<file path="config.mk">
export PLATFORM = sky130hd
export DESIGN_NAME = uart_blk_ctrl
export DESIGN_NICKNAME = d
export VERILOG_FILES = /design/src/rtl/uart_blk_pkg.sv /design/src/rtl/uart_idle_timer.sv /design/src/rtl/uart_blk_ctrl.sv
export SDC_FILE = /design/constraint.sdc
export NUM_CORES = 1
export LEC_CHECK = 0
export CORE_MARGIN = 2
export CORE_UTILIZATION = 45
export CTS_CLUSTER_DIAMETER = 80
export DETAILED_ROUTE_END_ITERATION = 10
export PLACE_DENSITY = 0.76
export SLEW_MARGIN = 10
export SYNTH_ARGS = -nofsm -noshare
export SYNTH_HDL_FRONTEND = slang
export SYNTH_SLANG_ARGS = --single-unit
</file>
<file path="constraint.sdc">
create_clock -name clk -period 2.3 [get_ports clk]
set_clock_uncertainty 0.05 [all_clocks]
set_input_delay 0.46 -clock clk [delete_from_list [all_inputs] [get_ports clk]]
set_output_delay 0.46 -clock clk [all_outputs]
set_load 0.03 [all_outputs]
</file>
<file path="src/rtl/uart_blk_pkg.sv">
// Shared types and sizes for the uart <-> SM4 block controller.
// Provides the FSM state encoding, block width and byte-count width.
package uart_blk_pkg;

    typedef enum logic [2:0] {
        S_RX  = 3'd0,
        S_REQ = 3'd1,
        S_RES = 3'd2,
        S_TXL = 3'd3,
        S_TXW = 3'd4
    } state_t;

    localparam int BLK_W = 128;
    localparam int CNT_W = $clog2(BLK_W / 8);

endpackage

</file>
<file path="src/rtl/uart_idle_timer.sv">
// Idle timer for a partially received block.
// Ports: clk, rst (sync, active-high), en, clr in; expire pulse out.
module uart_idle_timer #(
    parameter int TIMEOUT_CYC = 1_000_000
) (
    input  logic clk,
    input  logic rst,
    input  logic en,
    input  logic clr,
    output logic expire
);

    localparam int TW = $clog2(TIMEOUT_CYC);
    localparam logic [TW-1:0] LAST = TW'(TIMEOUT_CYC - 1);

    logic [TW-1:0] tmr;

    // Held at zero whenever disabled, so each enable starts a fresh count.
    always_ff @(posedge clk) begin
        if (rst || clr || !en) begin
            tmr <= '0;
        end else if (tmr == LAST) begin
            tmr <= '0;
        end else begin
            tmr <= tmr + TW'(1);
        end
    end

    assign expire = en && !clr && (tmr == LAST);

endmodule

</file>
<file path="src/rtl/uart_blk_ctrl.sv">
// Packs received uart bytes into a 128-bit block for the SM4 core and
// streams the 128-bit result back out through uart tx, one block at a time.
// Ports: rx_pdvalid/rx_pdata in; tx_pdvalid/tx_pdata out, tx_done in;
// blk_valid/blk_data out, blk_ready in; res_valid/res_data in, res_ready out;
// busy, err_timeout, err_overrun status out. All outputs are registered.
module uart_blk_ctrl
    import uart_blk_pkg::*;
#(
    parameter int BLK_BYTES   = BLK_W / 8,
    parameter int TIMEOUT_CYC = 1_000_000
) (
    input  logic             clk,
    input  logic             rst,
    input  logic             rx_pdvalid,
    input  logic [7:0]       rx_pdata,
    output logic             tx_pdvalid,
    output logic [7:0]       tx_pdata,
    input  logic             tx_done,
    output logic             blk_valid,
    output logic [BLK_W-1:0] blk_data,
    input  logic             blk_ready,
    input  logic             res_valid,
    input  logic [BLK_W-1:0] res_data,
    output logic             res_ready,
    output logic             busy,
    output logic             err_timeout,
    output logic             err_overrun
);

    localparam logic [CNT_W-1:0] CNT_LAST = CNT_W'(BLK_BYTES - 1);

    state_t           state;
    logic [CNT_W-1:0] rx_cnt;
    logic [CNT_W-1:0] tx_cnt;
    logic [BLK_W-1:0] shreg;
    logic             tmr_en;
    logic             expire;

    assign tmr_en = (state == S_RX) && (rx_cnt != '0);

    uart_idle_timer #(
        .TIMEOUT_CYC(TIMEOUT_CYC)
    ) u_idle_timer (
        .clk   (clk),
        .rst   (rst),
        .en    (tmr_en),
        .clr   (rx_pdvalid),
        .expire(expire)
    );

    always_ff @(posedge clk) begin
        if (rst) begin
            state       <= S_RX;
            rx_cnt      <= '0;
            tx_cnt      <= '0;
            shreg       <= '0;
            blk_data    <= '0;
            blk_valid   <= 1'b0;
            res_ready   <= 1'b0;
            tx_pdvalid  <= 1'b0;
            tx_pdata    <= '0;
            busy        <= 1'b0;
            err_timeout <= 1'b0;
            err_overrun <= 1'b0;
        end else begin
            tx_pdvalid  <= 1'b0;
            err_timeout <= 1'b0;
            err_overrun <= rx_pdvalid && (state != S_RX);
            unique case (state)
                S_RX: begin
                    // A byte in the expiry cycle takes priority over the timeout.
                    if (rx_pdvalid) begin
                        blk_data <= {blk_data[BLK_W-9:0], rx_pdata};
                        busy     <= 1'b1;
                        if (rx_cnt == CNT_LAST) begin
                            rx_cnt    <= '0;
                            blk_valid <= 1'b1;
                            state     <= S_REQ;
                        end else begin
                            rx_cnt <= rx_cnt + CNT_W'(1);
                        end
                    end else if (expire) begin
                        rx_cnt      <= '0;
                        blk_data    <= '0;
                        busy        <= 1'b0;
                        err_timeout <= 1'b1;
                    end
                end
                S_REQ: begin
                    if (blk_ready) begin
                        blk_valid <= 1'b0;
                        res_ready <= 1'b1;
                        state     <= S_RES;
                    end
                end
                S_RES: begin
                    if (res_valid) begin
                        shreg     <= res_data;
                        res_ready <= 1'b0;
                        state     <= S_TXL;
                    end
                end
                S_TXL: begin
                    tx_pdata   <= shreg[BLK_W-1 -: 8];
                    tx_pdvalid <= 1'b1;
                    state      <= S_TXW;
                end
                S_TXW: begin
                    if (tx_done) begin
                        shreg <= {shreg[BLK_W-9:0], 8'h00};
                        if (tx_cnt == CNT_LAST) begin
                            tx_cnt <= '0;
                            busy   <= 1'b0;
                            state  <= S_RX;
                        end else begin
                            tx_cnt <= tx_cnt + CNT_W'(1);
                            state  <= S_TXL;
                        end
                    end
                end
                default: state <= S_RX;
            endcase
        end
    end

endmodule

</file>
==> results.py, run 1 <==
metrics = {
    "run_status": {
        "status": "finished with violations",
        "failed_checks": "negative setup slack",
    },
    "die": {
        "die_y_um": 171,
        "die_area_um2": 29300,
        "coreArea_um2": 27600,
        "ios": 284,
        "die_w_um": 171,
        "rows": 61,
        "start_util_pct": 45.5,
    },
    "layout": {
        "final_cell_mix": "298 x dfxtp_1, 282 x clkdlybuf4s50_1, 257 x nand2_1",
        "finalCoreUtilization_pct": 63.3,
        "layout_commonest_cell": "dfxtp_1",
        "layout-drive-gt1-share_pct": 7.94,
        "fin_area_um2": 17500,
        "final_nets": 1899,
        "diodes": 0,
        "syn_to_final_growth_pct": 38.9,
    },
    "job": {
        "max_cap_violations": 0,
    },
    "route": {
        "ant_nets": 0,
        "drc_errors": 0,
        "drtIter0Drc": 967,
        "viasPerCell": 5.42,
        "wl_per_cell_um": 16.6,
        "firstDrtPassIters": 5,
        "via_count": 11675,
        "routed_wl_um": 35800,
    },
    "clock_tree": {
        "clock-root-buffer": "clkbuf_16",
        "insertion_delay_ns": 0.54,
        "cts_tree": "done",
        "cts_buffers": 29,
        "clkSinkCount": 301,
        "htree_num_levels": 1,
        "clock_path_buffers": 3,
        "ctsHoldBuffers": 0,
        "clk_pin_slew_worst_paths_ns": 0.06,
    },
    "global_routing": {
        "grt_pass1_vias": 10641,
        "grt-ovfl-total": 0,
        "grt_max_degree": 118,
        "grt_antenna_before_repair": 1,
        "grt_use_total_pct": 22.8,
        "grt_pass1_wl_um": 54700,
    },
    "worst_setup_path": {
        "crit-reg2reg-launch": "u_idle_timer.tmr[12]",
        "r2r_end": "blk_data[52]",
        "path_class": "reg -> reg",
        "regToRegSetupSlack_ns": -0.009,
        "reg2reg_depth": 7,
        "cp_slowest_stage_delay_ns": 0.53,
        "cpMaxStageDelayCell": "or4_4",
        "critical_path.cell_chain": "or4_4 > or4_4 > nor4_4 > buf_6 > clkbuf_16 > clkbuf_16 > o22ai_1",
        "path_max_fanout": 7,
        "cp_data_arrival_time_ns": 2.68,
        "startpoint_type": "flip-flop",
        "worst_setup_path_end_kind": "flip-flop",
        "worstPathRequired_ns": 2.67,
    },
    "power_and_ir_drop": {
        "p_sw_share_pct": 27.7,
        "p_switching_mw": 3.62,
        "power_leakage_nw": 5.97,
        "p_int_mw": 9.44,
        "ir_drop_mv": 0.486,
        "p_seq_share_pct": 44.7,
        "finalPower_mw": 13.1,
        "clockPowerShare_pct": 36.7,
        "power_frac_comb_pct": 18.6,
        "power.density_nw_per_um2": 748,
    },
    "synthesis": {
        "synth_top_area_share_pct": 47.9,
        "yosys.cell_types.count": 43,
        "yosys.area_share.simple_pct": 28.7,
        "yosysTopAreaCell": "dfxtp_1",
        "syn_area_per_cell_um2": 8.41,
        "syn_area_um2": 12600,
        "yosysWarnings": 0,
        "synth_cells": 1497,
        "synth_compound_area_share_pct": 16.9,
        "synth_adder_area_share_pct": 0.398,
        "synth_xor_area_share_pct": 1.04,
        "synth_mux_area_share_pct": 0.636,
        "synth_top_family_by_area": "simple AND/OR/NAND/NOR gates",
        "yosysSeqAreaShare_pct": 47.9,
        "syn_nets": 1643,
        "synth_area_leaders": "dfxtp_1 48%, nand2b_1 10%, a311oi_1 8.4%",
        "synth_seq_cells": 301,
    },
    "placed_design": {
        "place_hpwl_um": 24100,
        "gp_congestion": 0.890,
        "port_buffers": 283,
        "post_dp_cell_area_um2": 16100,
    },
    "sta": {
        "whs_ns": 0.404,
        "finalHoldViolCount": 0,
        "tightest_slew_ns": 0.644,
        "grt_setup_unrepaired": "true",
        "period_minus_slack_ns": 2.31,
        "slew_violations": 0,
        "fin_tns_setup_ns": -0.0723,
        "slew_headroom_pct": 56.9,
        "setup_viol": 17,
        "fmaxAchievable_ghz": 0.433,
        "fin_ws_ns": -0.00855,
        "post-route-period-util_pct": 100,
    },
    "hold_path": {
        "hold_start": "shreg[2]",
        "min_path_cells": 2,
        "min_to": "shreg[2]",
        "hold_class": "reg -> reg",
    },
}
-- kinds of logic after synthesis --
group | Yosys count
muxes | 8
xor gates and xnor gates | 15
buffers and inverters | 146
adders and majority gates | 4
DFF | 301
AOI/OAI and AO/OA | 290
and+or+nand+nor | 733
-- synthesized netlist by cell type --
master     number
a22oi_1         1
xnor2_1        10
and4_1          1
clkbuf_1      118
nand4bb_1       1
o21ai_0         6
o22a_1          1
or2_2           1
inv_1           9
a311oi_1      120
a31oi_1         1
or3b_2          1
mux2i_1         8
a21o_1          3
nor4_4          1
nand2b_1      207
nand2_1       259
buf_2           7
nor3_1          9
nor3b_1         5
nor4_1          6
and3_1          4
o32ai_1         2
buf_1           9
a31o_2          1
or4b_1          1
ha_1            4
o21bai_1        1
nand3_1        22
buf_4           3
o22ai_1       111
or4_1           7
nand3b_1       37
nor2_1        154
nor4b_1         1
xor2_1          5
o41ai_1         2
nand4_1         6
nor2b_1         5
o31ai_1        18
dfxtp_1       301
or3_1           5
a21oi_1        23
-- registers in the layout, summed over array words and instances (netlist names) --
| name | cells |
|---|---|
| blk_valid | 1 |
| tx_pdata | 8 |
| err_timeout | 1 |
| state | 3 |
| rx_cnt | 4 |
| res_ready | 1 |
| tx_cnt | 4 |
| u_idle_timer.tmr | 20 |
| shreg | 128 |
| err_overrun | 1 |
| blk_data | 128 |
| busy | 1 |
| tx_pdvalid | 1 |
-- worst max-delay path, delay by kind of cell, from the launching register on --
kind | cells | cell delay [ns]
simple gates | 3 | 1.20
flops | 1 | 0.31
compound gates | 1 | 0.09
buf+inv | 3 | 0.53
-- per-layer routing --
metal	GRT usage, %	share of wire (%)	vias up
met1	30.5	43	5446
met4	6.08	2.8	2
met3	3.93	7.3	51
met2	38.3	47	431
met5	0	0.036	-
li1	-	-	5745
-- cell type report --
type,count,area [um2]
fill,2297,10200
timing repair buffer,362,3950
clock buffer,39,803
inverter,9,33.8
clock inverter,14,150
multi-input combinational,1050,6030
sequential,301,6030
tap,378,473
-- how the worst max path moves through the flow --
stage | from | endpoint | slack (ns) | cells after the start
global route | u_idle_timer.tmr[12] | blk_data[114] | -0.05 | 7
finish | u_idle_timer.tmr[12] | blk_data[52] | -0.009 | 7
global placement | rx_pdvalid | blk_data[8] | -0.04 | 6
floorplan | u_idle_timer.tmr[8] | blk_data[100] | 0.006 | 6
CTS | u_idle_timer.tmr[13] | blk_data[23] | -0.004 | 7
detailed placement | rx_pdvalid | blk_data[31] | -0.08 | 6
-- power groups by stage --
stage          registers, mW  logic, mW  clock network [mW]
4_1_cts                 5.84       2.42                4.88
2_1_floorplan           6.02       1.41                   0
3_5_place_dp            5.95       2.41                   0
6_report                5.84       2.43                4.80
5_1_grt                 5.89       2.66                5.09
3_3_place_gp            5.93       2.37                   0
-- timing repair --
action,CTS,global route
endpoints found under the setup margin,106,119
endpoints found under the hold margin,0,0
setup buffers,4,2
cloned,2,9
pin swaps,2,1
gates resized for setup,5,14
-- stage by stage --
| stage | std cells | setup slack, ns |
|---|---|---|
| after global placement | 2083 | -0.0357 |
| after CTS | 2142 | -0.00429 |
| after global routing | 2153 | -0.0524 |
| after detailed placement | 2083 | -0.0764 |
| final | 2153 | -0.00855 |
| after floorplan | 1497 | 0.00645 |
Power figures use the tool's default switching activity.
==> run 2, diff against run 1 <==
--- a/config.mk
+++ b/config.mk
@@ -5,6 +5,7 @@
 export SDC_FILE = /design/constraint.sdc
 export NUM_CORES = 1
 export LEC_CHECK = 0
+export ABC_AREA = 1
 export CORE_MARGIN = 2
 export CORE_UTILIZATION = 45
 export CTS_CLUSTER_DIAMETER = 80
==> run 2 against run 1 <==
Against the previous run: the flow now finishes without violations; final cell count is 12% higher; via count increased by 0.81%; global-route usage shrank 0.20 points; flip-flop and latch count unchanged; worst hold slack lost 0.011 ns; critical path depth down 6; synthesized area fell by 3.1%; non-clock buffer count shrank 47; critical path type is now reg -> out; critical endpoint is now blk_data[28]; largest cell class is now registers; highest routed layer is now met4.
==> results.py, run 2 <==
metrics = {
    "route": {
        "wl_per_cell_um": 13.6,
        "viasPerCell": 4.88,
        "drc_errors": 0,
        "ant_nets": 0,
        "via_count": 11769,
        "firstDrtPassIters": 5,
        "drtIter0Drc": 884,
        "routed_wl_um": 32700,
    },
    "synthesis": {
        "synth_seq_cells": 301,
        "yosysSeqAreaShare_pct": 49.4,
        "syn_nets": 1946,
        "synth_common_cells": "812 x nand2_1, 311 x nor2_1, 301 x dfxtp_1, 101 x o21ai_1, 44 x buf_2",
        "synth-edff-count": 0,
        "syn_area_um2": 12200,
        "yosys.cell_count.top_type": "nand2_1",
        "syn_area_per_cell_um2": 6.78,
        "ys.flop_type": "dfxtp_1",
        "synth_area_leaders": "dfxtp_1 49%, nand2_1 25%, nor2_1 9.6%",
        "yosys.cell_types.count": 32,
        "synth_cells": 1800,
        "yosysTopAreaCell": "dfxtp_1",
        "synth_top_area_share_pct": 49.4,
        "yosysWarnings": 0,
        "synth_async_sr_flop_share_pct": 0,
    },
    "clock_tree": {
        "htree_num_levels": 1,
        "clk_pin_slew_worst_paths_ns": 0.06,
        "cts_buffers": 31,
        "ctsHoldBuffers": 0,
        "cts_tree": "done",
        "cts_resized": 0,
        "clock-root-buffer": "clkbuf_16",
        "clkSinkCount": 301,
        "insertion_delay_ns": 0.55,
        "clock_path_buffers": 3,
        "post-cts-setup-buffers": 0,
    },
    "sta": {
        "slew_headroom_pct": 55.1,
        "finalHoldViolCount": 0,
        "period_minus_slack_ns": 2.22,
        "grt_setup_unrepaired": "false",
        "setup_viol": 0,
        "fin_tns_setup_ns": 0,
        "post-route-period-util_pct": 96.5,
        "fin_ws_ns": 0.0808,
        "fmaxAchievable_ghz": 0.451,
        "tightest_slew_ns": 0.673,
        "whs_ns": 0.393,
        "slew_violations": 0,
    },
    "worst_setup_path": {
        "worstPathRequired_ns": 1.79,
        "cp_slowest_stage_delay_ns": 0.73,
        "cp_data_arrival_time_ns": 1.71,
        "critical_path.cell_chain": "clkdlybuf4s50_1",
        "path_max_fanout": 3,
        "worst_setup_path_end_kind": "output pin",
        "crit_family": "buffers and inverters",
        "critPathBufInv": 1,
        "path_class": "reg -> out",
        "startpoint_type": "flip-flop",
        "cpMaxStageDelayCell": "clkdlybuf4s50_1",
    },
    "placed_design": {
        "gp_congestion": 0.863,
        "port_buffers": 283,
        "place_ws_ns": 0.0710,
        "place_hpwl_um": 22100,
    },
    "die": {
        "rows": 60,
        "coreArea_um2": 26800,
        "start_util_pct": 45.5,
        "die_y_um": 169,
        "die_w_um": 169,
        "ios": 284,
        "die_area_um2": 28400,
    },
    "power_and_ir_drop": {
        "power.density_nw_per_um2": 747,
        "power_leakage_nw": 7.18,
        "ir_drop_mv": 0.543,
        "finalPower_mw": 12.3,
    },
    "layout": {
        "final_nets": 2193,
        "diodes": 0,
        "syn_to_final_growth_pct": 35.2,
        "layout_commonest_cell": "nand2_1",
        "layout-drive-gt1-share_pct": 5.12,
        "reg_top3": "blk_data (128), shreg (128), u_idle_timer.tmr (20)",
        "fillCellCount": 2464,
        "final_cell_mix": "812 x nand2_1, 311 x nor2_1, 301 x dfxtp_1",
    },
    "global_routing": {
        "grt_max_degree": 92,
        "grt_antenna_before_repair": 0,
        "grt_use_total_pct": 22.6,
        "grt_pass1_wl_um": 53800,
        "grt-ovfl-total": 0,
        "grt_pass1_vias": 11201,
    },
    "run_status": {
        "status": "completed",
    },
    "hold_path": {
        "hold_class": "in -> reg",
    },
    "job": {
        "max_cap_violations": 0,
    },
}
## run 2: changes by cell type after synthesis, sizes merged, moves of 111 or more
cell / change
nand2b: -207
nand2: +557
o22ai: -111
o21ai: +126
nor2: +161
a311oi: -120
## run 2: per-stage QoR
stage	utilization, %	cells	area (um2)
5_1_grt	61.5	2410	16500
3_3_place_gp	57.5	2355	15400
3_5_place_dp	57.5	2355	15400
4_1_cts	61.5	2410	16500
6_report	61.5	2410	16500
2_1_floorplan	-	1800	12200
## run 2: layout make-up
class	count	area (um2)	area share, %
tap	341	427	2.59
sequential	301	6030	36.5
inverter	36	141	0.857
clock inverter	13	171	1.04
multi-input combinational	1362	5550	33.6
clock buffer	42	917	5.56
timing repair buffer	315	3260	19.8
## run 2: cells by family after synthesis
group	after synthesis	share of synthesized area, %
buf+inv	137	5.24
simple gates	1191	37.8
xor+xnor	8	0.574
flops	301	49.4
fa+ha+maj	4	0.410
compound gates	159	6.55
## run 2: power by group
| group | switching, mW | total, mW | internal, mW |
|---|---|---|---|
| sequential | 0.144 | 5.62 | 5.48 |
| clock | 2.06 | 5.27 | 3.22 |
| combinational | 0.782 | 1.43 | 0.645 |
## run 2: worst paths after layout
| check | startpoint | endpoint | cells after the start | slack (ns) |
|---|---|---|---|---|
| hold reg to reg | blk_data[122] | blk_data[122] | 2 | 0.40 |
| hold / removal | rx_pdata[1] | blk_data[1] | 3 | 0.39 |
| setup reg to reg | state[1] | state[0] | 9 | 0.30 |
| setup / recovery | blk_data[28] | blk_data[28] | 1 | 0.08 |
## run 2: metal layers
layer,vias up,global-route usage [%],wire (um)
li1,6056,-,-
met1,5298,27.9,14000
met2,336,38.2,15000
met3,79,5.61,2250
met4,0,9.07,1500
met5,-,0,0
==> run 3, diff against run 2 <==
--- a/config.mk
+++ b/config.mk
@@ -11,6 +11,7 @@
 export CTS_CLUSTER_DIAMETER = 80
 export DETAILED_ROUTE_END_ITERATION = 10
 export PLACE_DENSITY = 0.76
+export SKIP_CTS_REPAIR_TIMING = 1
 export SLEW_MARGIN = 10
 export SYNTH_ARGS = -nofsm -noshare
 export SYNTH_HDL_FRONTEND = slang
==> results of run 3 <==
No change in the layout: final DEF, timing and power equal those of run 2.
